--- config.mk ---
export PLATFORM = sky130hd
export DESIGN_NAME = clkswitch_sync_flat
export DESIGN_NICKNAME = d
export VERILOG_FILES = /design/src/rtl/clkswitch_sync_if.sv /design/src/rtl/clkswitch_sync.sv /design/src/flat_wrapper.sv
export SDC_FILE = /design/constraint.sdc
export NUM_CORES = 1
export LEC_CHECK = 0
export CAP_MARGIN = 20
export CELL_PAD_IN_SITES_DETAIL_PLACEMENT = 0
export CELL_PAD_IN_SITES_GLOBAL_PLACEMENT = 2
export CORE_MARGIN = 2
export CORE_UTILIZATION = 35
export CTS_CLUSTER_DIAMETER = 100
export DETAILED_ROUTE_END_ITERATION = 10
export PLACE_DENSITY_LB_ADDON = 0.1
export SLEW_MARGIN = 20
export SYNTH_ARGS = -nofsm -noshare
export SYNTH_HDL_FRONTEND = slang
export SYNTH_SLANG_ARGS = --single-unit
--- constraint.sdc ---
create_clock -name hsclk_in -period 3 [get_ports hsclk_in]
set_input_delay 0.9 -clock hsclk_in [delete_from_list [all_inputs] [get_ports hsclk_in]]
set_output_delay 0.9 -clock hsclk_in [all_outputs]
set_load 0.03 [all_outputs]
--- src/rtl/clkswitch_sync_if.sv ---
// Clock-switch control/status bundle: host clock, mode request and divider in,
// selected-mode flags, CPU clock and cycle strobe out.
interface clkswitch_sync_if #(
    parameter int unsigned DIV_W = 3
);
    logic             lsclk_in;
    logic             hsclk_sel;
    logic [DIV_W-1:0] cpuclk_div_sel;
    logic             hsclk_selected;
    logic             lsclk_selected;
    logic             clkout;
    logic             cycle_strobe;

    modport master (
        output lsclk_in, hsclk_sel, cpuclk_div_sel,
        input  hsclk_selected, lsclk_selected, clkout, cycle_strobe
    );

    modport slave (
        input  lsclk_in, hsclk_sel, cpuclk_div_sel,
        output hsclk_selected, lsclk_selected, clkout, cycle_strobe
    );
endinterface

--- src/rtl/clkswitch_sync.sv ---
// Synchronous CPU clock generator: divided hsclk_in (HS) or delay-matched lsclk_in (LS),
// with glitch-free changeover that parks clkout high across the switch.
module clkswitch_sync #(
    parameter int unsigned DIV_W  = 3,
    parameter int unsigned LS_DEL = 3
) (
    input  logic            hsclk_in,
    input  logic            rst_b,
    clkswitch_sync_if.slave bus
);

    typedef enum logic [1:0] {
        ST_LS      = 2'd0,
        ST_PARK_HS = 2'd1,
        ST_HS      = 2'd2,
        ST_PARK_LS = 2'd3
    } state_t;

    state_t           state, state_nxt;
    logic [DIV_W-1:0] cnt, cnt_nxt;
    logic [DIV_W-1:0] div_q, div_nxt;
    logic             clk_q, clk_nxt;
    logic             strobe_q, strobe_nxt;
    logic             hs_sel_q, hs_nxt;
    logic             ls_sel_q, ls_nxt;

    logic [LS_DEL-1:0] ls_pipe;
    logic              ls_del_prev;
    logic              ls_del;
    logic              ls_rise;

    // First two stages double as the metastability synchroniser for the async host clock.
    always_ff @(posedge hsclk_in or negedge rst_b) begin
        if (!rst_b) begin
            ls_pipe     <= '0;
            ls_del_prev <= 1'b0;
        end else begin
            ls_pipe     <= {ls_pipe[LS_DEL-2:0], bus.lsclk_in};
            ls_del_prev <= ls_pipe[LS_DEL-1];
        end
    end

    assign ls_del  = ls_pipe[LS_DEL-1];
    assign ls_rise = ls_del & ~ls_del_prev;

    always_ff @(posedge hsclk_in or negedge rst_b) begin
        if (!rst_b) begin
            state    <= ST_LS;
            cnt      <= '0;
            div_q    <= '0;
            clk_q    <= 1'b0;
            strobe_q <= 1'b0;
            hs_sel_q <= 1'b0;
            ls_sel_q <= 1'b1;
        end else begin
            state    <= state_nxt;
            cnt      <= cnt_nxt;
            div_q    <= div_nxt;
            clk_q    <= clk_nxt;
            strobe_q <= strobe_nxt;
            hs_sel_q <= hs_nxt;
            ls_sel_q <= ls_nxt;
        end
    end

    // Mode changes only leave a high phase, so clkout never shows a runt or low glitch.
    always_comb begin
        state_nxt = state;
        cnt_nxt   = cnt;
        div_nxt   = div_q;
        clk_nxt   = clk_q;
        hs_nxt    = hs_sel_q;
        ls_nxt    = ls_sel_q;
        case (state)
            ST_LS: begin
                clk_nxt = ls_del;
                if (bus.hsclk_sel && ls_rise) begin
                    state_nxt = ST_PARK_HS;
                    clk_nxt   = 1'b1;
                    ls_nxt    = 1'b0;
                    div_nxt   = bus.cpuclk_div_sel;
                    cnt_nxt   = '0;
                end
            end
            ST_PARK_HS: begin
                clk_nxt = 1'b1;
                if (!bus.hsclk_sel) begin
                    state_nxt = ST_PARK_LS;
                end else if (cnt == div_q) begin
                    state_nxt = ST_HS;
                    clk_nxt   = 1'b0;
                    cnt_nxt   = '0;
                    hs_nxt    = 1'b1;
                end else begin
                    cnt_nxt = cnt + DIV_W'(1);
                end
            end
            ST_HS: begin
                if (cnt != div_q) begin
                    cnt_nxt = cnt + DIV_W'(1);
                end else if (!clk_q) begin
                    // Ratio updates only at the start of a full cycle.
                    clk_nxt = 1'b1;
                    cnt_nxt = '0;
                    div_nxt = bus.cpuclk_div_sel;
                end else if (!bus.hsclk_sel) begin
                    state_nxt = ST_PARK_LS;
                    hs_nxt    = 1'b0;
                end else begin
                    clk_nxt = 1'b0;
                    cnt_nxt = '0;
                end
            end
            ST_PARK_LS: begin
                clk_nxt = 1'b1;
                if (ls_rise) begin
                    state_nxt = ST_LS;
                    ls_nxt    = 1'b1;
                end
            end
            default: begin
                state_nxt = ST_LS;
            end
        endcase
        strobe_nxt = clk_nxt & ~clk_q;
    end

    assign bus.clkout         = clk_q;
    assign bus.cycle_strobe   = strobe_q;
    assign bus.hsclk_selected = hs_sel_q;
    assign bus.lsclk_selected = ls_sel_q;

endmodule
--- src/flat_wrapper.sv ---
// flat-port wrapper written by rule: the top's interface ports become plain ports
module clkswitch_sync_flat 
#(
    parameter int unsigned DIV_W  = 3,
    parameter int unsigned LS_DEL = 3
)
  (hsclk_in, rst_b, bus_lsclk_in, bus_hsclk_sel, bus_cpuclk_div_sel, bus_hsclk_selected, bus_lsclk_selected, bus_clkout, bus_cycle_strobe);
  clkswitch_sync_if #(.DIV_W(DIV_W)) bus_i ();
  input  logic hsclk_in;
  input  logic rst_b;
  input wire logic [$bits(bus_i.lsclk_in)-1:0] bus_lsclk_in;
  input wire logic [$bits(bus_i.hsclk_sel)-1:0] bus_hsclk_sel;
  input wire logic [$bits(bus_i.cpuclk_div_sel)-1:0] bus_cpuclk_div_sel;
  output wire logic [$bits(bus_i.hsclk_selected)-1:0] bus_hsclk_selected;
  output wire logic [$bits(bus_i.lsclk_selected)-1:0] bus_lsclk_selected;
  output wire logic [$bits(bus_i.clkout)-1:0] bus_clkout;
  output wire logic [$bits(bus_i.cycle_strobe)-1:0] bus_cycle_strobe;
  assign bus_i.lsclk_in = bus_lsclk_in;
  assign bus_i.hsclk_sel = bus_hsclk_sel;
  assign bus_i.cpuclk_div_sel = bus_cpuclk_div_sel;
  assign bus_hsclk_selected = bus_i.hsclk_selected;
  assign bus_lsclk_selected = bus_i.lsclk_selected;
  assign bus_clkout = bus_i.clkout;
  assign bus_cycle_strobe = bus_i.cycle_strobe;
  clkswitch_sync #(.DIV_W(DIV_W), .LS_DEL(LS_DEL)) u_core (.hsclk_in(hsclk_in), .rst_b(rst_b), .bus(bus_i));
endmodule
======== After elaboration in Yosys (flattened, before gate mapping) ========
Index checks and enable logic that the tools add are counted.
cells by class
  add/sub/neg operators ................... 1
  multiplexer cells ....................... 35
  reductions and logical operators ........ 11
  bitwise logic cells ..................... 4
  equality and inequality tests ........... 15
operators by type and width
  cell                                                              number
  3-bit two-way mux                                                 9
  2-bit two-way mux                                                 7
  1-bit two-way mux                                                 13
  6-bit AND reduction                                               2
  3-bit one-hot mux with 3 select lines                             1
  2-bit by 1-bit != test with 1-bit output (second input constant)  4
  2-bit != test (second input constant)                             4
  2-bit one-hot mux with 4 select lines                             1
  4-bit AND reduction                                               2
  3-bit one-hot mux with 2 select lines                             1
  2-bit nonzero test                                                3
  2-bit == test (second input constant)                             2
  4-bit != test (second input constant)                             1
  1-bit one-hot mux with 2 select lines                             2
  1-bit one-hot mux with 4 select lines                             1
  3-bit by 1-bit adder with 3-bit output (second input constant)    1
  3-bit == test                                                     1
  3-bit by 2-bit != test with 1-bit output (second input constant)  1
  3-bit != test                                                     1
  3-bit AND reduction                                               1
  3-bit nonzero test                                                1
  1-bit bitwise AND                                                 2
  2-bit by 1-bit == test with 1-bit output (second input constant)  1
  2-bit logical NOT                                                 1
  2 further kinds                                                   3
word-level totals
  input port bits ......................... 7
  bits in registers ....................... 16

======== Depth between registers and ports, before layout ========
  depth in word-level cells ............... 6
  gate-level depth with buffers ........... 7
  depth with buffers taken out ............ 7

======== Worst setup path before layout ========
OpenSTA, ideal clock, no wires.
  path kind ............................... in2reg
  start ................................... input port bus_hsclk_sel
  end ..................................... register u_core.state[1]
  path buffers ............................ 1
  required time ........................... 2.872 ns
  library setup time ...................... 0.128 ns
  path slack .............................. 0.901 ns
  stages on the path ...................... 5
  arrival time ............................ 1.971 ns
  cells stage by stage .................... buf_4 -> nand2b_1 -> a222oi_1 -> o21ai_1 -> mux2_1
on the way
  cells in the longest elaborated chain, start to end .. 3
  elaborated cells on any way between the ends .. 7
  classes of those cells .................. 3 x eq/ne; 2 x mux; 2 x reduce/logical
RTL lines
  what                                                line                  text
  start, declared                                     flat_wrapper.sv:12    input wire logic [$bits(bus_i.hsclk_sel)-1:0] bus_hsclk_sel;
  1-bit logical AND                                   clkswitch_sync.sv:77  if (bus.hsclk_sel && ls_rise) begin
  2-bit by 1-bit != test with 1-bit output (no line)  --
  6-bit AND reduction (no line)                       --
  end signal, assigned                                clkswitch_sync.sv:56  state <= state_nxt;
  end, declared                                       clkswitch_sync.sv:19  state_t state, state_nxt;
Several ways; a longest one is shown, not always the timed one.
A chain may end at the register's enable or synchronous reset.

======== Final worst setup path ========
  start ................................... register u_core.ls_sel_q (netlist: u_core.bus.lsclk_selected)
  end ..................................... output port bus_lsclk_selected
RTL lines
  what                    line                  text
  start, declared         clkswitch_sync.sv:25  logic ls_sel_q, ls_nxt;
  start signal, assigned  clkswitch_sync.sv:62  ls_sel_q <= ls_nxt;
  end, declared           flat_wrapper.sv:15    output wire logic [$bits(bus_i.lsclk_selected)-1:0] bus_lsclk_selected;
No word-level cell between the ends.

==> metrics.csv <==
stage,metric,value,unit
clock_tree,insertion_delay,290,ps
worst_setup_path,worstPathRequired,2100,ps
timing,rsz0062_at_grt,false,
timing,final.period_utilization,79.6,%
cells_and_area,nNetsFinal,111,
global_routing,antenna_found_initial,0,
timing,setup-tns-final,0,ps
floorplanning,start_util,36.4,%
placement,placedCellCount,123,
cells_and_area,area_delta_synth_final,18.6,%
routing,postRouteAntennaNets,0,
worst_setup_path,path_cells,clkdlybuf4s50_1,
logic_synthesis,syn_area_per_cell,10.7,um^2
pwr,p_per_area,1060,mW/mm^2
worst_setup_path,cp_slowest_stage_delay,660,ps
global_routing,grt.overflow.total,0,
pwr,intPower,0.000661,W
worst_setup_path,endpoint_kind,output pin,
clock_tree,cts_resized,0,
cells_and_area,antenna_cells,0,
timing,slew_violations,0,
placement,dp_hpwl,1230,um
worst_setup_path,arrival,1490,ps
worst_setup_path,crit_fanout,3,
global_routing,grt_pass1_wl,2950,um
clock_tree,postCtsHoldBufs,0,
placement,io_buffers,10,
worst_setup_path,reg2reg_from,u_core.state[1]$_DFFE_PN0P_,
logic_synthesis,synth_top_cell_by_area,dfrtp_1,
logic_synthesis,yosysWarnings,0,
cells_and_area,drive_gt1_share,15.5,%
clock_tree,clock_path_buffers,2,
timing,fmax,0.419,GHz
logic_synthesis,synth_ff_type,dfrtp_1,
clock_tree,cts_tree,yes,
worst_setup_path,crit_buf_inv,1,
placement,dpl_cell_area,0.00102,mm^2
clock_tree,clk_pin_slew,90,ps
run,maxCapViolCount,0,
worst_setup_path,setup.worst_path.start,u_core.bus.lsclk_selected$_DFFE_PN1P_,
floorplanning,design.core.area,0.00245,mm^2
timing,finalSetupViolCount,0,
logic_synthesis,syn_inst,84,
pwr,pwr-share-seq,32.2,%
cells_and_area,nFillCells,244,
worst_setup_path,critPathTopFamily,buffers and inverters,
logic_synthesis,yosys_register_bits,16,
clock_tree,cts_max_level,1,
timing,tightest_slew,718,ps
logic_synthesis,synth_edf_count,0,
floorplanning,die_w,54.6,um
floorplanning,die_area,0.00298,mm^2
global_routing,first_global_vias,618,
cells_and_area,finalNonFillerCells,127,
clock_tree,clock_sinks,16,
hold_path,min_path_type,reg2reg,
logic_synthesis,async_flop_share,100,%
routing,wl,1680,um
pwr,power_switching,0.000467,W
logic_synthesis,synth_nets,97,
pwr,irDropWorstVdd,0.409,mV
pwr,p_sw_share,41.4,%
logic_synthesis,netlist_area,895,um^2
floorplanning,boundaryPins,11,
logic_synthesis,synthTopCellsByArea,"dfrtp_1 (42%), ha_1 (8.4%), mux2_4 (5.0%)",
logic_synthesis,synth.distinct_cells,31,
placement,place_congestion,0.748,
global_routing,grt_util_all_layers,14.5,%
pwr,p_leak,0.494,nW
timing,fin_skew,12.1,ps
worst_setup_path,start_kind,flip-flop,
floorplanning,num_rows,18,
floorplanning,chipHeight,54.6,um
clock_tree,cts-root-buf,clkbuf_4,
timing,min_period,2390,ps
hold_path,worstHoldStart,u_core.ls_pipe[1]$_DFF_PN0_,
cells_and_area,final_util,43.2,%
logic_synthesis,ys_seq_area_share,44.9,%
pwr,p_clk_share,12.8,%
routing,post_drt_wl_per_cell,13.2,um
logic_synthesis,yosys.area.top_type_share,42.0,%
worst_setup_path,crit_type,reg2out,
clock_tree,cts_buffers,3,
cells_and_area,stdcell_area,0.00106,mm^2
routing,drc_errors,0,
clock_tree,postCtsSetupBuffers,0,
timing,hold_violations,0,
pwr,power.share.combinational,55.1,%
routing,drt-pass1-iter-count,4,
worst_setup_path,cp_slowest_cell,clkdlybuf4s50_1,
run_status,status,completed,
routing,drt-initial-drc-count,11,
global_routing,grt_max_degree,17,
timing,slew_headroom,52.0,%
routing,viasPerCell,4.99,
routing,vias,634,
==> cell families after synthesis <==
| group | share of synthesized area, % |
|---|---|
| xor gates and xnor gates | 2.94 |
| adders and majority gates | 8.39 |
| buffers and inverters | 5.03 |
| AOI/OAI and AO/OA | 15.7 |
| and+or+nand+nor | 16.8 |
| muxes | 6.29 |
| DFF | 44.9 |
==> power groups by stage <==
stage	Sequential [W]	Combinational (W)	Clock, W
6_report	0.000363	0.000621	0.000144
3_3_place_gp	0.000368	0.000625	0
4_1_cts	0.000364	0.000627	0.000152
5_1_grt	0.000377	0.000703	0.000162
3_5_place_dp	0.000369	0.000624	0
2_1_floorplan	0.000399	0.000442	0
==> final timing paths <==
kind                       cells after the start  slack, ps                                    end
max                                            1        610                     bus_lsclk_selected
min                                            0        360            u_core.ls_pipe[2]$_DFF_PN0_
max reg2reg                                    6       1100              u_core.cnt[2]$_DFFE_PN0P_
min reg2reg                                    0        360            u_core.ls_pipe[2]$_DFF_PN0_
max in group asynchronous                      1       1510            u_core.ls_pipe[2]$_DFF_PN0_
min in group asynchronous                      1       1030  u_core.bus.hsclk_selected$_DFFE_PN0P_
==> metal layers <==
layer	vias to the layer above	global-route usage (%)	part of all wire, %
met5	-	0	0
met2	8	21.3	47
met4	0	7.50	0.78
met3	2	3.28	3.2
li1	322	-	-
met1	302	19.7	49
==> through the flow <==
step	power [W]	hold slack (ps)	setup WS, ps
after detailed placement	0.000993	336	401
after floorplan	0.000841	331	901
after CTS	0.00114	358	587
after global routing	0.00124	370	547
final	0.00113	361	613
after global placement	0.000994	333	415
==> synthesized netlist by cell type (2+ instances only) <==
cell type and instances:
a21oi_1 4, a31oi_1 3, dfrtp_1 15, ha_1 6, inv_1 6, mux2_4 3, nand2_1 7, nand2b_1 3
nor2_1 5, nor2b_1 2, nor3_1 2, o21ai_0 2, o21ai_1 6, xor2_1 3
==> registers in the layout, summed over array words and instances, names as in the netlist <==
signal,flops
u_core.state,2
u_core.bus.hsclk_selected,1
u_core.bus.cycle_strobe,1
u_core.ls_pipe,3
u_core.div_q,3
u_core.bus.lsclk_selected,1
u_core.cnt,3
u_core.ls_del_prev,1
u_core.bus.clkout,1
==> layout make-up <==
class,instances,area (um^2),share of cell area (%)
clock buffers,4,36.3,3.42
inverters,6,22.5,2.12
multi-input cells,59,448,42.2
flip-flops and latches,16,402,37.9
well taps,30,37.5,3.54
repair buffers,12,115,10.8
==> layout by cell type (no fill, tap or decap), types with 4 or more instances in the layout <==
cell type,Yosys,final
a21oi_1,4,4
clkdlybuf4s50_1,0,10
dfrtp_1,15,15
ha_1,6,6
inv_1,6,6
nand2_1,7,7
nor2_1,5,5
o21ai_1,6,6
No activity file was read; power rests on OpenSTA's default activity.
